[src/rtl/mips_pkg.sv]
// rtl/mips_pkg.sv - shared fetch-path constants, fetch FSM states and fetch-buffer entry type
// Purpose : widths, reset vector default, fetch FSM state enum and the
//           {inst, pc, pc4} entry carried through the fetch buffer.
// Ports   : none (package).
package mips_pkg;

  localparam int          XLEN         = 32;
  localparam int          ILEN         = 32;
  localparam logic [31:0] RESET_VECTOR = 32'h0000_0000;

  typedef enum logic [1:0] {
    FETCH_REQ  = 2'd0,
    FETCH_WAIT = 2'd1,
    FETCH_DROP = 2'd2
  } fetch_state_e;

  typedef struct packed {
    logic [ILEN-1:0] inst;
    logic [XLEN-1:0] pc;
    logic [XLEN-1:0] pc4;
  } fetch_entry_t;

endpackage

[src/rtl/ifetch_unit_if.sv]
// rtl/ifetch_unit_if.sv - instruction-memory and decode-side bundles of the fetch unit
// Purpose : imem_if groups the req/gnt/rvalid read channel, inst_if groups
//           the valid/ready instruction channel towards decode.
// Ports   : imem_if  master drives req, addr; slave drives gnt, rvalid, rdata.
//           inst_if  master drives valid, data, pc, pc4; slave drives ready.
interface imem_if;
  import mips_pkg::*;

  logic            req;
  logic [XLEN-1:0] addr;
  logic            gnt;
  logic            rvalid;
  logic [ILEN-1:0] rdata;

  modport master (output req, addr, input gnt, rvalid, rdata);
  modport slave  (input req, addr, output gnt, rvalid, rdata);
endinterface

interface inst_if;
  import mips_pkg::*;

  logic            valid;
  logic            ready;
  logic [ILEN-1:0] data;
  logic [XLEN-1:0] pc;
  logic [XLEN-1:0] pc4;

  modport master (output valid, data, pc, pc4, input ready);
  modport slave  (input valid, data, pc, pc4, output ready);
endinterface

[src/rtl/ifetch_unit_buf.sv]
// rtl/ifetch_unit_buf.sv - fetch buffer: synchronous FIFO with flush, count and push/pop in one cycle
// Purpose : holds returned instruction words with their PC until decode takes them.
// Ports   : clk, rst      clock, asynchronous active-high reset
//           flush         empties the buffer (wins over push/pop)
//           push, push_entry   write one entry (accepted when not full, or full with pop)
//           pop           remove head (ignored when empty)
//           head, empty, count  head entry, empty flag, number of entries
module ifetch_buf
  import mips_pkg::*;
#(
  parameter  int DEPTH = 2,
  localparam int AW    = $clog2(DEPTH),
  localparam int CW    = AW + 1
) (
  input  logic         clk,
  input  logic         rst,
  input  logic         flush,
  input  logic         push,
  input  fetch_entry_t push_entry,
  input  logic         pop,
  output fetch_entry_t head,
  output logic         empty,
  output logic [CW-1:0] count
);

  fetch_entry_t  mem [DEPTH];
  logic [AW-1:0] wr_ptr;
  logic [AW-1:0] rd_ptr;
  logic          do_push;
  logic          do_pop;

  assign do_pop  = pop && (count != '0);
  assign do_push = push && ((count != CW'(DEPTH)) || do_pop);

  // DEPTH is a power of two, so the pointers wrap naturally.
  always_ff @(posedge clk or posedge rst) begin
    if (rst) begin
      wr_ptr <= '0;
      rd_ptr <= '0;
      count  <= '0;
      for (int i = 0; i < DEPTH; i++) mem[i] <= '0;
    end else if (flush) begin
      wr_ptr <= '0;
      rd_ptr <= '0;
      count  <= '0;
    end else begin
      if (do_push) begin
        mem[wr_ptr] <= push_entry;
        wr_ptr      <= wr_ptr + 1'b1;
      end
      if (do_pop) rd_ptr <= rd_ptr + 1'b1;
      case ({do_push, do_pop})
        2'b10:   count <= count + 1'b1;
        2'b01:   count <= count - 1'b1;
        default: count <= count;
      endcase
    end
  end

  assign head  = mem[rd_ptr];
  assign empty = (count == '0);

endmodule

[src/rtl/ifetch_unit.sv]
// rtl/ifetch_unit.sv - instruction fetch front end: PC register, imem read FSM, redirects, fetch buffer
// Purpose : owns the fetch PC, issues one word read at a time to instruction
//           memory, buffers returned words and hands {inst, pc, pc4} to decode.
// Ports   : clk, rst                     clock, asynchronous active-high reset
//           redirect_valid, redirect_pc  one-cycle redirect pulse and target
//           imem (imem_if.master)        req/addr out, gnt/rvalid/rdata in
//           inst (inst_if.master)        valid/data/pc/pc4 out, ready in
//           fetch_misalign, misalign_pc  only with IFETCH_ALIGN_CHECK_EN defined
// Build   : IFETCH_ALIGN_CHECK_EN defined  misaligned redirects halt fetch and are reported.
//           IFETCH_ALIGN_CHECK_EN undefined redirect_pc[1:0] is forced to 2'b00.
module ifetch_unit
  import mips_pkg::*;
#(
  parameter logic [31:0] RESET_PC   = RESET_VECTOR,
  parameter int          FIFO_DEPTH = 2
) (
  input  logic            clk,
  input  logic            rst,
  input  logic            redirect_valid,
  input  logic [XLEN-1:0] redirect_pc,
  imem_if.master          imem,
  inst_if.master          inst
`ifdef IFETCH_ALIGN_CHECK_EN
  ,
  output logic            fetch_misalign,
  output logic [XLEN-1:0] misalign_pc
`endif
);

  localparam int CW = $clog2(FIFO_DEPTH) + 1;

  fetch_state_e    state_q, state_d;
  logic [XLEN-1:0] pc_q, pc_d;
  logic            idle_q, idle_d;
  logic            req_int;
  logic            fire;
  logic            push;
  logic            halt;
  logic [XLEN-1:0] target_pc;
  logic [CW-1:0]   buf_count;
  logic            buf_empty;
  fetch_entry_t    head;
  fetch_entry_t    push_entry;

`ifdef IFETCH_ALIGN_CHECK_EN
  logic            misalign_q;
  logic [XLEN-1:0] misalign_pc_q;
  logic            redirect_bad;

  assign redirect_bad = redirect_pc[1:0] != 2'b00;
  assign target_pc    = redirect_pc;

  // Sticky until the next redirect; an aligned redirect clears it.
  always_ff @(posedge clk or posedge rst) begin
    if (rst) begin
      misalign_q    <= 1'b0;
      misalign_pc_q <= '0;
    end else if (redirect_valid) begin
      misalign_q    <= redirect_bad;
      misalign_pc_q <= redirect_bad ? redirect_pc : '0;
    end
  end

  assign halt           = misalign_q;
  assign fetch_misalign = misalign_q;
  assign misalign_pc    = misalign_pc_q;
`else
  logic unused_redirect_lsb;

  assign unused_redirect_lsb = ^redirect_pc[1:0];
  assign target_pc           = {redirect_pc[XLEN-1:2], 2'b00};
  assign halt                = 1'b0;
`endif

  // In REQ nothing is outstanding, so the buffer count alone is the credit.
  // idle_q holds the request low for the cycle after an abandoned request.
  assign req_int  = (state_q == FETCH_REQ) && (buf_count < CW'(FIFO_DEPTH)) && !idle_q && !halt;
  assign fire     = req_int && imem.gnt;
  assign imem.req  = req_int && !rst;
  assign imem.addr = pc_q;

  // pc_q already advanced at grant, so the outstanding word's PC is pc_q-4.
  assign push_entry = '{inst: imem.rdata, pc: pc_q - 32'd4, pc4: pc_q};

  always_comb begin
    state_d = state_q;
    pc_d    = pc_q;
    idle_d  = 1'b0;
    push    = 1'b0;
    case (state_q)
      FETCH_REQ: begin
        if (fire) begin
          pc_d    = pc_q + 32'd4;
          state_d = FETCH_WAIT;
        end
      end
      FETCH_WAIT: begin
        if (imem.rvalid) begin
          push    = 1'b1;
          state_d = FETCH_REQ;
        end
      end
      FETCH_DROP: begin
        if (imem.rvalid) state_d = FETCH_REQ;
      end
      default: state_d = FETCH_REQ;
    endcase

    // A redirect overrides the normal transition; any read still in flight
    // must be drained through DROP so its data never reaches the buffer.
    if (redirect_valid) begin
      push = 1'b0;
      pc_d = target_pc;
      if (state_q == FETCH_REQ) begin
        state_d = fire ? FETCH_DROP : FETCH_REQ;
        idle_d  = !fire;
      end else begin
        state_d = imem.rvalid ? FETCH_REQ : FETCH_DROP;
      end
    end
  end

  always_ff @(posedge clk or posedge rst) begin
    if (rst) begin
      state_q <= FETCH_REQ;
      pc_q    <= RESET_PC;
      idle_q  <= 1'b0;
    end else begin
      state_q <= state_d;
      pc_q    <= pc_d;
      idle_q  <= idle_d;
    end
  end

  ifetch_buf #(.DEPTH(FIFO_DEPTH)) u_buf (
    .clk        (clk),
    .rst        (rst),
    .flush      (redirect_valid),
    .push       (push),
    .push_entry (push_entry),
    .pop        (inst.ready),
    .head       (head),
    .empty      (buf_empty),
    .count      (buf_count)
  );

  assign inst.valid = !buf_empty;
  assign inst.data  = head.inst;
  assign inst.pc    = head.pc;
  assign inst.pc4   = head.pc4;

endmodule
[src/flat_wrapper.sv]
// flat-port wrapper written by rule: the top's interface ports become plain ports
module ifetch_unit_flat import mips_pkg::*;
#(
  parameter logic [31:0] RESET_PC   = RESET_VECTOR,
  parameter int          FIFO_DEPTH = 2
)
  (clk, rst, redirect_valid, redirect_pc, imem_req, imem_addr, imem_gnt, imem_rvalid, imem_rdata, inst_valid, inst_data, inst_pc, inst_pc4, inst_ready);
  imem_if imem_i ();
  inst_if inst_i ();
  input  logic clk;
  input  logic rst;
  input  logic redirect_valid;
  input  logic [XLEN-1:0] redirect_pc;
  output wire logic [$bits(imem_i.req)-1:0] imem_req;
  output wire logic [$bits(imem_i.addr)-1:0] imem_addr;
  input wire logic [$bits(imem_i.gnt)-1:0] imem_gnt;
  input wire logic [$bits(imem_i.rvalid)-1:0] imem_rvalid;
  input wire logic [$bits(imem_i.rdata)-1:0] imem_rdata;
  output wire logic [$bits(inst_i.valid)-1:0] inst_valid;
  output wire logic [$bits(inst_i.data)-1:0] inst_data;
  output wire logic [$bits(inst_i.pc)-1:0] inst_pc;
  output wire logic [$bits(inst_i.pc4)-1:0] inst_pc4;
  input wire logic [$bits(inst_i.ready)-1:0] inst_ready;
  assign imem_req = imem_i.req;
  assign imem_addr = imem_i.addr;
  assign imem_i.gnt = imem_gnt;
  assign imem_i.rvalid = imem_rvalid;
  assign imem_i.rdata = imem_rdata;
  assign inst_valid = inst_i.valid;
  assign inst_data = inst_i.data;
  assign inst_pc = inst_i.pc;
  assign inst_pc4 = inst_i.pc4;
  assign inst_i.ready = inst_ready;
  ifetch_unit #(.RESET_PC(RESET_PC), .FIFO_DEPTH(FIFO_DEPTH)) u_core (.clk(clk), .rst(rst), .redirect_valid(redirect_valid), .redirect_pc(redirect_pc), .imem(imem_i), .inst(inst_i));
endmodule
[config.mk]
export PLATFORM = sky130hd
export DESIGN_NAME = ifetch_unit_flat
export DESIGN_NICKNAME = d
export VERILOG_FILES = /design/src/rtl/mips_pkg.sv /design/src/rtl/ifetch_unit_if.sv /design/src/rtl/ifetch_unit_buf.sv /design/src/rtl/ifetch_unit.sv /design/src/flat_wrapper.sv
export SDC_FILE = /design/constraint.sdc
export NUM_CORES = 1
export LEC_CHECK = 0
export CAP_MARGIN = 20
export CORE_ASPECT_RATIO = 0.8
export CORE_MARGIN = 5
export CORE_UTILIZATION = 30
export DETAILED_ROUTE_END_ITERATION = 10
export GPL_TIMING_DRIVEN = 0
export PLACE_DENSITY_LB_ADDON = 0.3
export SYNTH_ARGS = -nofsm -noshare
export SYNTH_HDL_FRONTEND = slang
export SYNTH_SLANG_ARGS = --single-unit
[constraint.sdc]
create_clock -name clk -period 10.18 [get_ports clk]
set_input_delay 1.527 -clock clk [delete_from_list [all_inputs] [get_ports clk]]
set_output_delay 1.527 -clock clk [all_outputs]
set_load 0.01 [all_outputs]
==> impl_metrics.json, run 1 <==
{
  "final_cells": 1939,
  "htreeDepth": 1,
  "slew_headroom": 0.393,
  "hold_start": "u_core.u_buf.mem[26]",
  "yosys_warnings": 0,
  "synth_area_leader_cell": "dfrtp_1",
  "tightest_slew_ns": 0.911,
  "syn-cell-area_um2": 11000,
  "areaGrowthSynthToFinish_pct": 31.0,
  "drt-wirelength-per-cell_um": 18.9,
  "grt_use_total": 0.177,
  "p_leak_uw": 0.00644,
  "grt_pass1_wl_um": 57100,
  "ys_types": 52,
  "netlist_instances": 1215,
  "finalHoldViolCount": 0,
  "clock_path_buffers": 3,
  "drive_above_1_share": 0.125,
  "setup_violations": 0,
  "rsz0062_at_grt": "no",
  "startpoint": "u_core.u_buf.rd_ptr",
  "whs_ns": 0.468,
  "avgSynthCellArea_um2": 9.02,
  "postCtsSetupBuffers": 0,
  "grt.overflow.total": 0,
  "gp_congestion": 0.841,
  "seq_area_frac_synth": 0.505,
  "ant_nets": 0,
  "preCtsSetupSlack_ns": 5.48,
  "worst-path-max-fanout": 10,
  "cts_inserted_buffers": 25,
  "design_area_um2": 14400,
  "drc": 0,
  "worstSetupEndpointType": "primary output",
  "io_buffers": 191,
  "clk_pin_slew_worst_paths_ns": 0.06,
  "synth_top_area_frac": 0.505,
  "final-max-slew-violation-count": 0,
  "wl_um": 36700,
  "synth_top_cells_by_count": "nand2_1, dfrtp_1, mux2_2",
  "dieWidth_um": 224,
  "setup_ws_ns": 5.47,
  "hpwl_um": 26600,
  "post-place-cells": 1895,
  "ys_seq_elements": 221,
  "place_area_um2": 13600,
  "min_period_over_period": 0.463,
  "fillers": 3618,
  "clock_sinks": 221,
  "power_density_nw_per_um2": 236,
  "drtIter0Drc": 732,
  "start_kind": "register",
  "insertedDiodeCount": 0,
  "path_buf_inv": 3,
  "dr.pass1.iters": 5,
  "path_delay_family": "buffers and inverters",
  "die_area_um2": 40500,
  "antenna_found_initial": 0,
  "synth_area_leaders": "dfrtp_1, nand2_1, mux2_2",
  "synth-edff-count": 0,
  "crit_type": "reg -> out",
  "nets": 1517,
  "cts_root_buf": "clkbuf_16",
  "r2r-start": "u_core.u_buf.count[1]",
  "crit_top_cell": "clkbuf_1",
  "synthFlopType": "dfrtp_1",
  "yosysMostFrequentCell": "nand2_1",
  "crit_slowest_cell": "clkbuf_1",
  "holdCritPathClass": "reg -> reg",
  "layout_min_cycle_time_ns": 4.71,
  "grt_max_degree": 90,
  "cts_resized": 0,
  "finClkSkew_ns": 0.0197,
  "pin_count": 200,
  "synthArstFlopShare": 1.00,
  "slowest_delay_ns": 0.67,
  "max_freq_ghz": 0.212,
  "drv_cap": 0,
  "crit_arrival_ns": 3.18,
  "grt_pass1_vias": 9592,
  "status": "complete, no violations",
  "rows": 62,
  "utilization": 0.399,
  "cts_tree": "yes",
  "peakVddDrop_mv": 0.143,
  "core_area_um2": 36000,
  "vias": 9512,
  "cts_hold_buffers": 0,
  "die_y_um": 181,
  "initial_core_util": 0.304,
  "required_ns": 8.65,
  "routed_via_density": 4.91,
  "clk_latency_ns": 0.53,
  "crit_chain": "clkbuf_1, clkbuf_1, mux2_2, clkdlybuf4s50_1"
}
[cells in the final DEF, fill, tap and decap left out, drive strengths merged, types with 10 or more instances in the layout]
master / instances
nand2: 419
dfrtp: 221
clkdlybuf4s50: 191
clkbuf: 126
mux2: 92
o21ai: 63
buf: 48
nor2: 46
a31oi: 33
or4: 27
nand3: 22
nand4: 16
xnor2: 13
xor2: 13
o31ai: 12
or3: 12
nor4: 11
o211ai: 10
[power breakdown]
part / internal [uW] / leakage (uW) / switching, uW
clock network: 512 / 0.000387 / 368
logic: 660 / 0.00315 / 591
registers: 1130 / 0.00290 / 134
[area by class of cell]
cell class	instances	area, um^2	share of cell area
well taps	480	601	0.0418
flip-flops and latches	221	5530	0.385
repair buffers	196	1990	0.138
clock inverters	6	58.8	0.00410
multi-input cells	859	4770	0.332
clock buffers	37	721	0.0502
plain buffers	132	647	0.0451
inverters	8	37.5	0.00261
[worst paths after layout]
kind	cells past startpoint	slack [ns]	to
worst min-delay path	2	0.47	u_core.u_buf.mem[26]
min in group asynchronous	2	1.52	u_core.u_buf.mem[185]
worst max register to register	7	6.93	u_core.u_buf.mem[136]
worst min register to register	2	0.47	u_core.u_buf.mem[26]
max in group asynchronous	4	7.46	u_core.u_buf.mem[163]
worst max-delay path	4	5.47	inst_pc4[31]
[flip-flops by register name, indices dropped and copies added (netlist names)]
register	cells
u_core.u_buf.count	2
u_core.imem.addr	30
u_core.u_buf.rd_ptr	1
u_core.state_q	2
u_core.u_buf.mem	184
u_core.u_buf.wr_ptr	1
u_core.idle_q	1
[metrics by stage]
stage,setup TNS (ns),total power (uW)
detailed placement,0,2540
finish,0,3390
floorplan,0,1890
global route,0,3600
global placement,-117.65,2520
CTS,0,3430
[routing by layer]
metal | wire (um) | global-route usage | share of wire
met1 | 17300 | 0.258 | 0.47
met2 | 16300 | 0.269 | 0.44
met3 | 2120 | 0.0347 | 0.058
met4 | 1000 | 0.0463 | 0.027
met5 | 0 | 0 | 0
[cells by family after synthesis]
kind of cell	synth area share
simple gates	0.239
flops	0.505
buf+inv	0.0618
compound gates	0.0734
mux	0.0955
xor+xnor	0.0208
fa+ha+maj	0.00457
other cells	0.000342
[worst reg2reg max path: cells and delay by family (launching register included)]
family / cells / cell delay, ns
and+or+nand+nor: 2 / 0.86
buffers and inverters: 4 / 1.77
DFF: 1 / 0.32
AOI/OAI and AO/OA: 1 / 0.19
(Power assumes the default switching activity.)
==> run 2, diff against run 1 <==
clock period = 3.8 ns   (was 10.18 ns; I/O delays follow)
==> run 2 against run 1 <==
  * Register-to-register slack got worse by 6.3 ns
  * Die area unchanged
  * Via count barely moved
  * Clock power grew to 3.0 times the previous value
  * Utilization rose by 0.48 points
  * Sequential share of layout area decreased by 0.46 points
  * Sequential power increased to 2.7 times the previous value
  * Clock-buffer cell count shrank 4
  * Flip-flop and latch count unchanged
  * Total power rose to 2.8 times the previous value
  * Design area up 1.2%
  * Global-route usage is 0.052 points higher
  * Largest cell class unchanged
  * Largest power group unchanged
==> impl_metrics.json, run 2 (synthesis gave the netlist of run 1 again) <==
{
  "status": "complete, no violations",
  "p_leak_uw": 0.00650,
  "nets": 1519,
  "vias": 9503,
  "grt.overflow.total": 0,
  "r2r_end": "u_core.u_buf.mem[3]",
  "rsz0062_at_grt": "no",
  "core_area_um2": 36000,
  "wl_um": 36600,
  "clk_latency_ns": 0.54,
  "r2r_cells": 6,
  "layout_min_cycle_time_ns": 3.50,
  "whs_ns": 0.470,
  "worst-path-max-fanout": 12,
  "max_flop_register": "u_core.u_buf.mem",
  "layout_common_cells": "nand2_1, dfrtp_1, clkdlybuf4s50_1, mux2_2, clkbuf_1",
  "max_freq_ghz": 0.285,
  "grt_use_total": 0.177,
  "rows": 62,
  "finalHoldViolCount": 0,
  "largest_register_ffs": 184,
  "top_usage_layer": "met2",
  "insertedDiodeCount": 0,
  "grt_pass1_wl_um": 57200,
  "dr.pass1.iters": 5,
  "min_period_over_period": 0.922,
  "die_area_um2": 40500,
  "io_buffers": 191,
  "drt-wirelength-per-cell_um": 18.8,
  "cts_inserted_buffers": 26,
  "drv_cap": 0,
  "cp.depth": 3,
  "areaGrowthSynthToFinish_pct": 32.6,
  "start_kind": "register",
  "startpoint": "u_core.u_buf.rd_ptr",
  "holdCritPathClass": "reg -> reg",
  "cts_root_buf": "clkbuf_16",
  "gp_congestion": 0.844,
  "grt_pass1_vias": 9511,
  "r2r_setup_slack_ns": 0.64,
  "drtIter0Drc": 591,
  "setup_violations": 0,
  "slew_headroom": 0.372,
  "dieWidth_um": 224,
  "cts_resized": 0,
  "finClkSkew_ns": 0.0207,
  "met3_usage": 0.0398,
  "r2r-start": "u_core.u_buf.count[1]",
  "final-max-slew-violation-count": 0,
  "worstSetupEndpointType": "primary output",
  "power_density_nw_per_um2": 647,
  "crit_slowest_cell": "dfrtp_1",
  "crit_path_end": "inst_pc4[31]",
  "ant_nets": 0,
  "die_y_um": 181,
  "routed_via_density": 4.89,
  "crit_arrival_ns": 2.93,
  "peakVddDrop_mv": 0.370,
  "pin_count": 200,
  "htreeDepth": 1,
  "layout_commonest_cell": "nand2_1",
  "finalPower_uw": 9400,
  "crit_type": "reg -> out",
  "initial_core_util": 0.304,
  "required_ns": 3.23,
  "hpwl_um": 26700,
  "path_delay_family": "buffers and inverters",
  "cts_tree": "yes",
  "crit_chain": "clkbuf_1, mux2_2, clkdlybuf4s50_1",
  "clock_path_buffers": 3,
  "drive_above_1_share": 0.132,
  "clk_pin_slew_worst_paths_ns": 0.06,
  "antenna_found_initial": 3,
  "tightest_slew_ns": 0.936,
  "met2_usage": 0.275,
  "drc": 0,
  "slowest_delay_ns": 0.79,
  "use_met1": 0.251,
  "clock_sinks": 221,
  "grt_max_degree": 43,
  "path_buf_inv": 2
}
## run 2: cell count changes in the layout (fill, tap and decap cells not counted), sizes merged
cell      delta
buf          +2
bufinv       +3
clkbuf       -5
clkinv       +2
clkinvlp     +6
inv          -2
## run 2: power breakdown
part           internal [uW]  switching, uW
Clock                   1630           1050
Combinational           1770           1560
Sequential              3020            370
## run 2: per-layer routing
metal	up-vias	wire length, um
met2	274	16600
met3	61	2170
met4	6	1090
met1	4652	16700
li1	4510	-
met5	-	54
## run 2: how the worst min path moves through the flow
stage                                     start                     to  slack, ns  cells after the start
final                     u_core.u_buf.mem[112]  u_core.u_buf.mem[112]       0.47                      2
after global routing       u_core.u_buf.mem[21]   u_core.u_buf.mem[21]       0.49                      2
after CTS                  u_core.u_buf.mem[79]   u_core.u_buf.mem[79]       0.47                      2
after detailed placement  u_core.u_buf.mem[176]  u_core.u_buf.mem[176]       0.46                      2
after global placement     u_core.u_buf.mem[84]   u_core.u_buf.mem[84]       0.45                      2
after floorplan            u_core.u_buf.mem[64]   u_core.u_buf.mem[64]       0.44                      2
## run 2: tightest hold or removal path, cell delays in order, from the launching register on
cell and delay (ns):
dfrtp_1 0.33, nand2_1 0.05, nand2_1 0.06
## run 2: layout make-up
type                       instances  area, um^2
fill                            3618       21500
sequential                       221        5530
multi-input combinational        859        4770
timing repair buffer             198        2020
clock buffer                      33         727
buffer                           131         643
tap                              480         601
clock inverter                    15         199
inverter                           8        33.8
## run 2: through the flow
step / area, um^2 / worst slack [ns] / utilization / setup TNS, ns / cells
after floorplan: 11000 / 0.348 / - / 0 / 1220
after global placement: 13500 / -1.55 / 0.375 / -338.13 / 1891
after detailed placement: 13600 / 0.0590 / 0.378 / 0 / 1896
after CTS: 14500 / 0.196 / 0.403 / 0 / 1943
after global routing: 14500 / 0.123 / 0.404 / 0 / 1945
final: 14500 / 0.296 / 0.404 / 0 / 1945
## run 2: what timing repair did
item                                    in CTS  in global routing
hold buffers                                 0                  0
setup buffers                                0                  0
endpoints found under the setup margin       8                  0
